$ cat config.mk
export PLATFORM = sky130hd
export DESIGN_NAME = multicycle_ctrl
export DESIGN_NICKNAME = d
export VERILOG_FILES = /design/src/rtl/multicycle_ctrl.sv
export SDC_FILE = /design/constraint.sdc
export NUM_CORES = 1
export LEC_CHECK = 0
export BUFFER_PORTS_ARGS = -buffer_cell sky130_fd_sc_hd__buf_4
export CAP_MARGIN = 20
export CORE_AREA = 2 2 39 41
export CTS_CLUSTER_SIZE = 24
export DETAILED_ROUTE_END_ITERATION = 8
export DIE_AREA = 0 0 41 43
export GPL_TIMING_DRIVEN = 0
export HOLD_SLACK_MARGIN = 0.05
export PLACE_DENSITY = 0.69
export SYNTH_ARGS = -nofsm -noshare
export SYNTH_HDL_FRONTEND = slang
export SYNTH_SLANG_ARGS = --single-unit
$ cat constraint.sdc
create_clock -name clk -period 1.2 [get_ports clk]
set_input_delay 0.18 -clock clk [delete_from_list [all_inputs] [get_ports clk]]
set_output_delay 0.18 -clock clk [all_outputs]
set_load 0.01 [all_outputs]
$ cat src/rtl/multicycle_ctrl.sv
// Multicycle MIPS-style main controller: Moore FSM sequencing fetch/decode/execute steps.
// Latency: outputs are a pure decode of the state register; one state per clock edge.
// Backpressure: none; the FSM advances every cycle and never stalls.
//
// Ports:
//   clk, rst_n      - system clock, asynchronous active-low reset (forces FETCH)
//   Op              - opcode from the instruction register (next-state only)
//   PCWrite/Branch  - unconditional / Zero-qualified PC write enables
//   PCSrc           - 00 PC+4, 01 branch target, 10 jump target
//   IorD, MemWrite, IRWrite, RegDst, MemtoReg, RegWrite, ALUSrcA - datapath strobes/selects
//   ALUSrcB         - 00 reg B, 01 const 4, 10 sext imm, 11 sext imm<<2
//   ALUOp           - 00 add, 01 subtract, 10 decode funct
//   State           - current state code, exported for debug
module multicycle_ctrl #(
  parameter logic [5:0] OP_RTYPE = 6'b000000,
  parameter logic [5:0] OP_LW    = 6'b100011,
  parameter logic [5:0] OP_SW    = 6'b101011,
  parameter logic [5:0] OP_BEQ   = 6'b000100,
  parameter logic [5:0] OP_ADDI  = 6'b001000,
  parameter logic [5:0] OP_J     = 6'b000010
) (
  input  logic       clk,
  input  logic       rst_n,
  input  logic [5:0] Op,
  output logic       PCWrite,
  output logic       Branch,
  output logic [1:0] PCSrc,
  output logic       IorD,
  output logic       MemWrite,
  output logic       IRWrite,
  output logic       RegDst,
  output logic       MemtoReg,
  output logic       RegWrite,
  output logic       ALUSrcA,
  output logic [1:0] ALUSrcB,
  output logic [1:0] ALUOp,
  output logic [3:0] State
);

  typedef enum logic [3:0] {
    S_FETCH   = 4'd0,
    S_DECODE  = 4'd1,
    S_MEMADR  = 4'd2,
    S_MEMRD   = 4'd3,
    S_MEMWB   = 4'd4,
    S_MEMWR   = 4'd5,
    S_EXECUTE = 4'd6,
    S_ALUWB   = 4'd7,
    S_BRANCH  = 4'd8,
    S_ADDIEX  = 4'd9,
    S_ADDIWB  = 4'd10,
    S_JUMP    = 4'd11
  } state_t;

  state_t state_q;
  state_t state_d;

  always_ff @(posedge clk or negedge rst_n) begin
    if (!rst_n) begin
      state_q <= S_FETCH;
    end else begin
      state_q <= state_d;
    end
  end

  // Next-state logic. Op is consulted only in DECODE and MEMADR; the IR
  // holds it stable for the whole instruction, so re-sampling is safe.
  always_comb begin
    state_d = S_FETCH;
    case (state_q)
      S_FETCH:   state_d = S_DECODE;
      S_DECODE: begin
        if (Op == OP_LW || Op == OP_SW) state_d = S_MEMADR;
        else if (Op == OP_RTYPE)        state_d = S_EXECUTE;
        else if (Op == OP_BEQ)          state_d = S_BRANCH;
        else if (Op == OP_ADDI)         state_d = S_ADDIEX;
        else if (Op == OP_J)            state_d = S_JUMP;
        else                            state_d = S_FETCH; // unknown opcode: skip, no side effects
      end
      S_MEMADR: begin
        if (Op == OP_SW) state_d = S_MEMWR;
        else             state_d = S_MEMRD;
      end
      S_MEMRD:   state_d = S_MEMWB;
      S_EXECUTE: state_d = S_ALUWB;
      S_ADDIEX:  state_d = S_ADDIWB;
      // Terminal states and unreachable codes 12-15 all return to FETCH.
      default:   state_d = S_FETCH;
    endcase
  end

  // Moore output decode; unreachable codes leave every output at 0.
  always_comb begin
    PCWrite  = 1'b0;
    Branch   = 1'b0;
    PCSrc    = 2'b00;
    IorD     = 1'b0;
    MemWrite = 1'b0;
    IRWrite  = 1'b0;
    RegDst   = 1'b0;
    MemtoReg = 1'b0;
    RegWrite = 1'b0;
    ALUSrcA  = 1'b0;
    ALUSrcB  = 2'b00;
    ALUOp    = 2'b00;
    case (state_q)
      S_FETCH: begin
        IRWrite = 1'b1;
        PCWrite = 1'b1;
        ALUSrcB = 2'b01;
      end
      S_DECODE: begin
        // Precompute branch target while the register file is read.
        ALUSrcB = 2'b11;
      end
      S_MEMADR, S_ADDIEX: begin
        ALUSrcA = 1'b1;
        ALUSrcB = 2'b10;
      end
      S_MEMRD: begin
        IorD = 1'b1;
      end
      S_MEMWB: begin
        MemtoReg = 1'b1;
        RegWrite = 1'b1;
      end
      S_MEMWR: begin
        IorD     = 1'b1;
        MemWrite = 1'b1;
      end
      S_EXECUTE: begin
        ALUSrcA = 1'b1;
        ALUOp   = 2'b10;
      end
      S_ALUWB: begin
        RegDst   = 1'b1;
        RegWrite = 1'b1;
      end
      S_ADDIWB: begin
        RegWrite = 1'b1;
      end
      S_BRANCH: begin
        ALUSrcA = 1'b1;
        ALUOp   = 2'b01;
        Branch  = 1'b1;
        PCSrc   = 2'b01;
      end
      S_JUMP: begin
        PCWrite = 1'b1;
        PCSrc   = 2'b10;
      end
      default: ;
    endcase
  end

  assign State = state_q;

endmodule

== Word level (Yosys, flattened, before mapping) ==
Cells that the tools add are included.
Cells by class
  equal/unequal tests: 16
  mux-type cells: 19
  reduce and logical (&&, ||, !) cells: 8
Operators by type and width (number)
  one-hot mux 4 bit (6 select lines): 1
  two-way mux 4 bit: 5
  == test 4 x 3 -> 1 bit, second input constant: 4
  == test 4 bit, second input constant: 4
  == test 6 bit, second input constant: 2
  two-way mux 1 bit: 9
  == test 4 x 2 -> 1 bit, second input constant: 2
  one-hot mux 2 bit (2 select lines): 2
  == test 6 x 2 -> 1 bit, second input constant: 1
  == test 6 x 3 -> 1 bit, second input constant: 1
  == test 6 x 4 -> 1 bit, second input constant: 1
  zero test 6 bit: 1
  one-hot mux 2 bit (3 select lines): 1
  OR reduction 2 bit: 3
  == test 4 x 1 -> 1 bit, second input constant: 1
  zero test 4 bit: 1
  OR reduction 4 bit: 1
  two-way mux 3 bit: 1
  OR reduction 3 bit: 1
  logical OR 1 bit: 1
Storage, ports and cells
  flip-flop bits (word level): 4
  input bits: 8
  output and inout port bits: 19

== Depth between registers and ports, before layout ==
  word-level depth: 7
  depth in mapped cells: 4
  depth with buffers taken out: 3

== Worst setup path before layout ==
OpenSTA, ideal clock, no wires.
  path type: register -> output
  from: reg state_q[3], in the netlist State[3]
  to: out PCSrc[0]
  arrival: 1.217 ns
  required time: 1.020 ns
  slack: -0.197 ns
  stages on the path, launching flop included: 5
  buffers on the path: 2
  path through: dfrtp_1 > buf_2 > nand2b_1 > nor3_1 > buf_4
Between the ends
  longest elaborated chain between the ends: 2
  elaborated cells on any way between the ends: 3
  classes of those cells: eq/ne: 2; mux: 1
Ends and longest elaborated chain
  from (decl): line 55  | state_t state_q;
  from (signal assigned): line 62  | state_q <= state_d;
  == test 4 bit: line 106  | case (state_q)
  one-hot mux 2 bit (2 select lines) *: line 106
  to (decl): line 27  | output logic [1:0] PCSrc,
Mark *: on every way between the ends. The rest lies on a longest branch, timed or not.

== Final worst setup path ==
  from: reg state_q[0], in the netlist State[0]
  to: out ALUSrcB[1]
Between the ends
  longest elaborated chain between the ends: 3
  elaborated cells on any way between the ends: 6
  classes of those cells: eq/ne: 3; mux: 1; reduce/logical: 2
Ends and longest elaborated chain
  == test 4 x 2 -> 1 bit or == test 4 bit (tied branches): line 106
  OR reduction 2 bit: line 106
  one-hot mux 2 bit (3 select lines) *: line 106
  to (decl): line 35  | output logic [1:0] ALUSrcB,
Marked as above.

==> summary.md <==
| Metric | Value |
|---|---|
| Status | `finished, violations left` |
| Failing checks | `setup timing` |
| Number of port buffers | `26` |
| Core area | `1380 µm²` |
| Total grt overflow | `0` |
| FF+latch count, synth | `4` |
| Via density | `5.10` |
| Area share of the largest cell type after synthesis | `24.2%` |
| CTS root buf | `clkbuf_4` |
| RePlAce Congestion | `0.728` |
| Leakage dissipation | `0.000425 µW` |
| Reg area | `104 µm²` |
| N_diodes | `0` |
| Setup Viol. Count Final | `18` |
| Clk buf depth | `2` |
| Startpoint Class | `flop` |
| DRT Pass-1 Iters | `2` |
| Number of global-route vias before repair | `529` |
| Crit path arrival time | `1.33 ns` |
| First-pass GRT wire length | `2220 µm` |
| Initial core utilization | `29.8%` |
| Tightest Hold Check Type | `primary input to asynchronous set/reset pin` |
| Antenna-violating nets left | `0` |
| Commonest non-fill, non-tap cell in the layout | `buf_4` |
| DRC violation count after routing | `0` |
| Drt initial violations | `1` |
| Max Slew Vio Count | `0` |
| Min cycle time layout | `1.51 ns` |
| Post-layout util | `69.9%` |
| Die width | `41 µm` |
| Most frequent cells in the layout | `buf_4 (27), buf_6 (16), nor2_1 (5)` |
| Max-cap violations | `0` |
| P per Cell Area | `2020 nW/µm²` |
| CP endpoint kind | `output port` |
| Fill cells | `102` |
| Cell area after layout | `967 µm²` |
| Nets@finish | `109` |
| Layout area overhead | `134%` |
| Max reg flops | `4` |
| Number of buffers created by CTS | `3` |
| Synth area leader | `dfrtp_1` |
| Final worst slack | `-0.311 ns` |
| CTS tree | `yes` |
| RSZ-0062 raised after global routing | `yes` |
| Top Ports | `27` |
| Final Skew | `0.00668 ns` |
| Yosys cell types | `27` |
| Cell Rows | `14` |
| Sequential area share after synthesis | `24.2%` |
| Multi-input gate area | `405 µm²` |
| Clock transition at path regs | `0.04 ns` |
| Ranking of synthesized cells by area | `dfrtp_1 (24%), nor3_1 (9.7%), nor2_1 (6.4%), nand2b_1 (6.1%), buf_2 (4.8%)` |
| Initial antenna violation count | `0` |
| Total number of vias | `586` |
| HPWL Detailed | `918 µm` |
| Drt wl/cell | `13.9 µm` |
| Worst Tran Pin Value | `0.251 ns` |
| Pwr Total | `1950 µW` |
| Crit path required time | `1.02 ns` |
| Die height | `43 µm` |
| Synthesis Warnings | `0` |
| Layout cells sized above 1 | `77.8%` |
| Max IR drop VDD | `0.837 mV` |
| Final Hold Fails | `0` |
| Clock sinks | `4` |
| Die ar. | `1760 µm²` |
| Area after DPL | `668 µm²` |
| Total track usage | `18.7%` |
| H-tree levels | `1` |
| Fin crit share | `126%` |
| CP max FO | `4` |
| Critical-path top delay cell | `dfrtp_2` |
| Total Wirelength | `1600 µm` |
| Largest stage delay on the critical path | `0.43 ns` |
| Clock Latency Late Sink | `0.23 ns` |
| Synthesized area per cell | `7.37 µm²` |
| Crit Path Class | `flop to output port` |
| Max Freq | `0.662 GHz` |
| Pin count of the biggest net entering global routing | `8` |
| Netlist Area Pre-Place | `413 µm²` |
| Cell count after synthesis | `56` |
| Rel. slew slack | `83.1%` |
| Cell chain of the critical path | `nand2b_4 > or2_4 > a21oi_2 > buf_4` |
| Net Count, Synth | `64` |
==> cell usage after synthesis <==
master / number
buf_4: 1
a211oi_2: 1
o21ai_0: 3
a21oi_1: 2
nor2_2: 1
nor3_1: 8
o2111ai_1: 1
nor3b_2: 1
nor2_1: 7
nand2_1: 4
buf_2: 4
and3_1: 1
o22ai_1: 1
xnor2_1: 1
or2_1: 2
inv_2: 1
nand2b_1: 4
inv_1: 1
a41oi_1: 1
and4b_2: 1
a311oi_1: 1
dfrtp_1: 4
o211ai_1: 1
a31oi_1: 1
nor4_2: 1
o221ai_1: 1
xor2_1: 1
==> critical path: cells and delay by family, from the launching register on <==
kind,cells,cell delay [ns]
compound gates,1,0.12
buf+inv,1,0.13
flops,1,0.43
simple gates,2,0.42
==> per-layer routing <==
| metal | vias up | routed length [µm] | track usage (%) |
|---|---|---|---|
| met5 | - | 0 | 0 |
| met4 | 0 | 0 | 8.00 |
| met2 | 21 | 909 | 32.5 |
| met3 | 0 | 98 | 3.66 |
| met1 | 274 | 592 | 20.3 |
| li1 | 291 | - | - |
==> final timing paths <==
check	slack, ns	cells after the start	start	to
hold reg to reg	0.70	3	State[3]	State[0]
hold / removal	0.29	2	rst_n	State[1]
setup / recovery	-0.31	4	State[0]	ALUSrcB[1]
setup reg to reg	-0.14	5	State[1]	State[3]
min in group clk	0.30	4	Op[1]	State[2]
max in group asynchronous	0.79	2	rst_n	State[0]
==> repair_timing <==
| action | 4_1_cts | 5_1_grt |
|---|---|---|
| hold buffers | 1 | 0 |
| hold endpoints to repair | 4 | 0 |
| setup buffers | 11 | 2 |
| setup endpoints to repair | 17 | 19 |
| resized for setup | 30 | 16 |
| pin swaps | 8 | 3 |
==> cell type report <==
| class | count | area share [%] |
|---|---|---|
| Sequential cell | 4 | 10.7 |
| Clock buffer | 3 | 2.33 |
| Buffer | 5 | 5.82 |
| Tap cell | 16 | 2.07 |
| Inverter | 2 | 0.776 |
| Timing Repair Buffer | 40 | 36.4 |
| Multi-Input combinational cell | 45 | 41.9 |
==> power by group <==
part	internal [µW]	total, µW	switching (µW)
Sequential	182	261	79.3
Clock	112	164	51.9
Combinational	849	1530	678
==> per-stage QoR <==
stage | worst slack [ns] | TNS [ns] | hold slack (ns) | cells
2_1_floorplan | -0.0426 | -0.117 | -0.116 | 56
3_3_place_gp | -0.113 | -0.702 | -0.0252 | 98
3_5_place_dp | -0.103 | -0.760 | -0.0241 | 98
4_1_cts | -0.259 | -2.93 | 0.275 | 113
5_1_grt | -0.347 | -4.22 | 0.306 | 115
6_report | -0.311 | -3.32 | 0.289 | 115
==> logic make-up after synthesis <==
kind of cell / after synthesis / share of synthesized area, %
xor+xnor: 2 / 4.24
flops: 4 / 24.2
buf+inv: 7 / 8.48
simple gates: 30 / 40.6
compound gates: 13 / 22.4
Power figures use the tool's default switching activity.
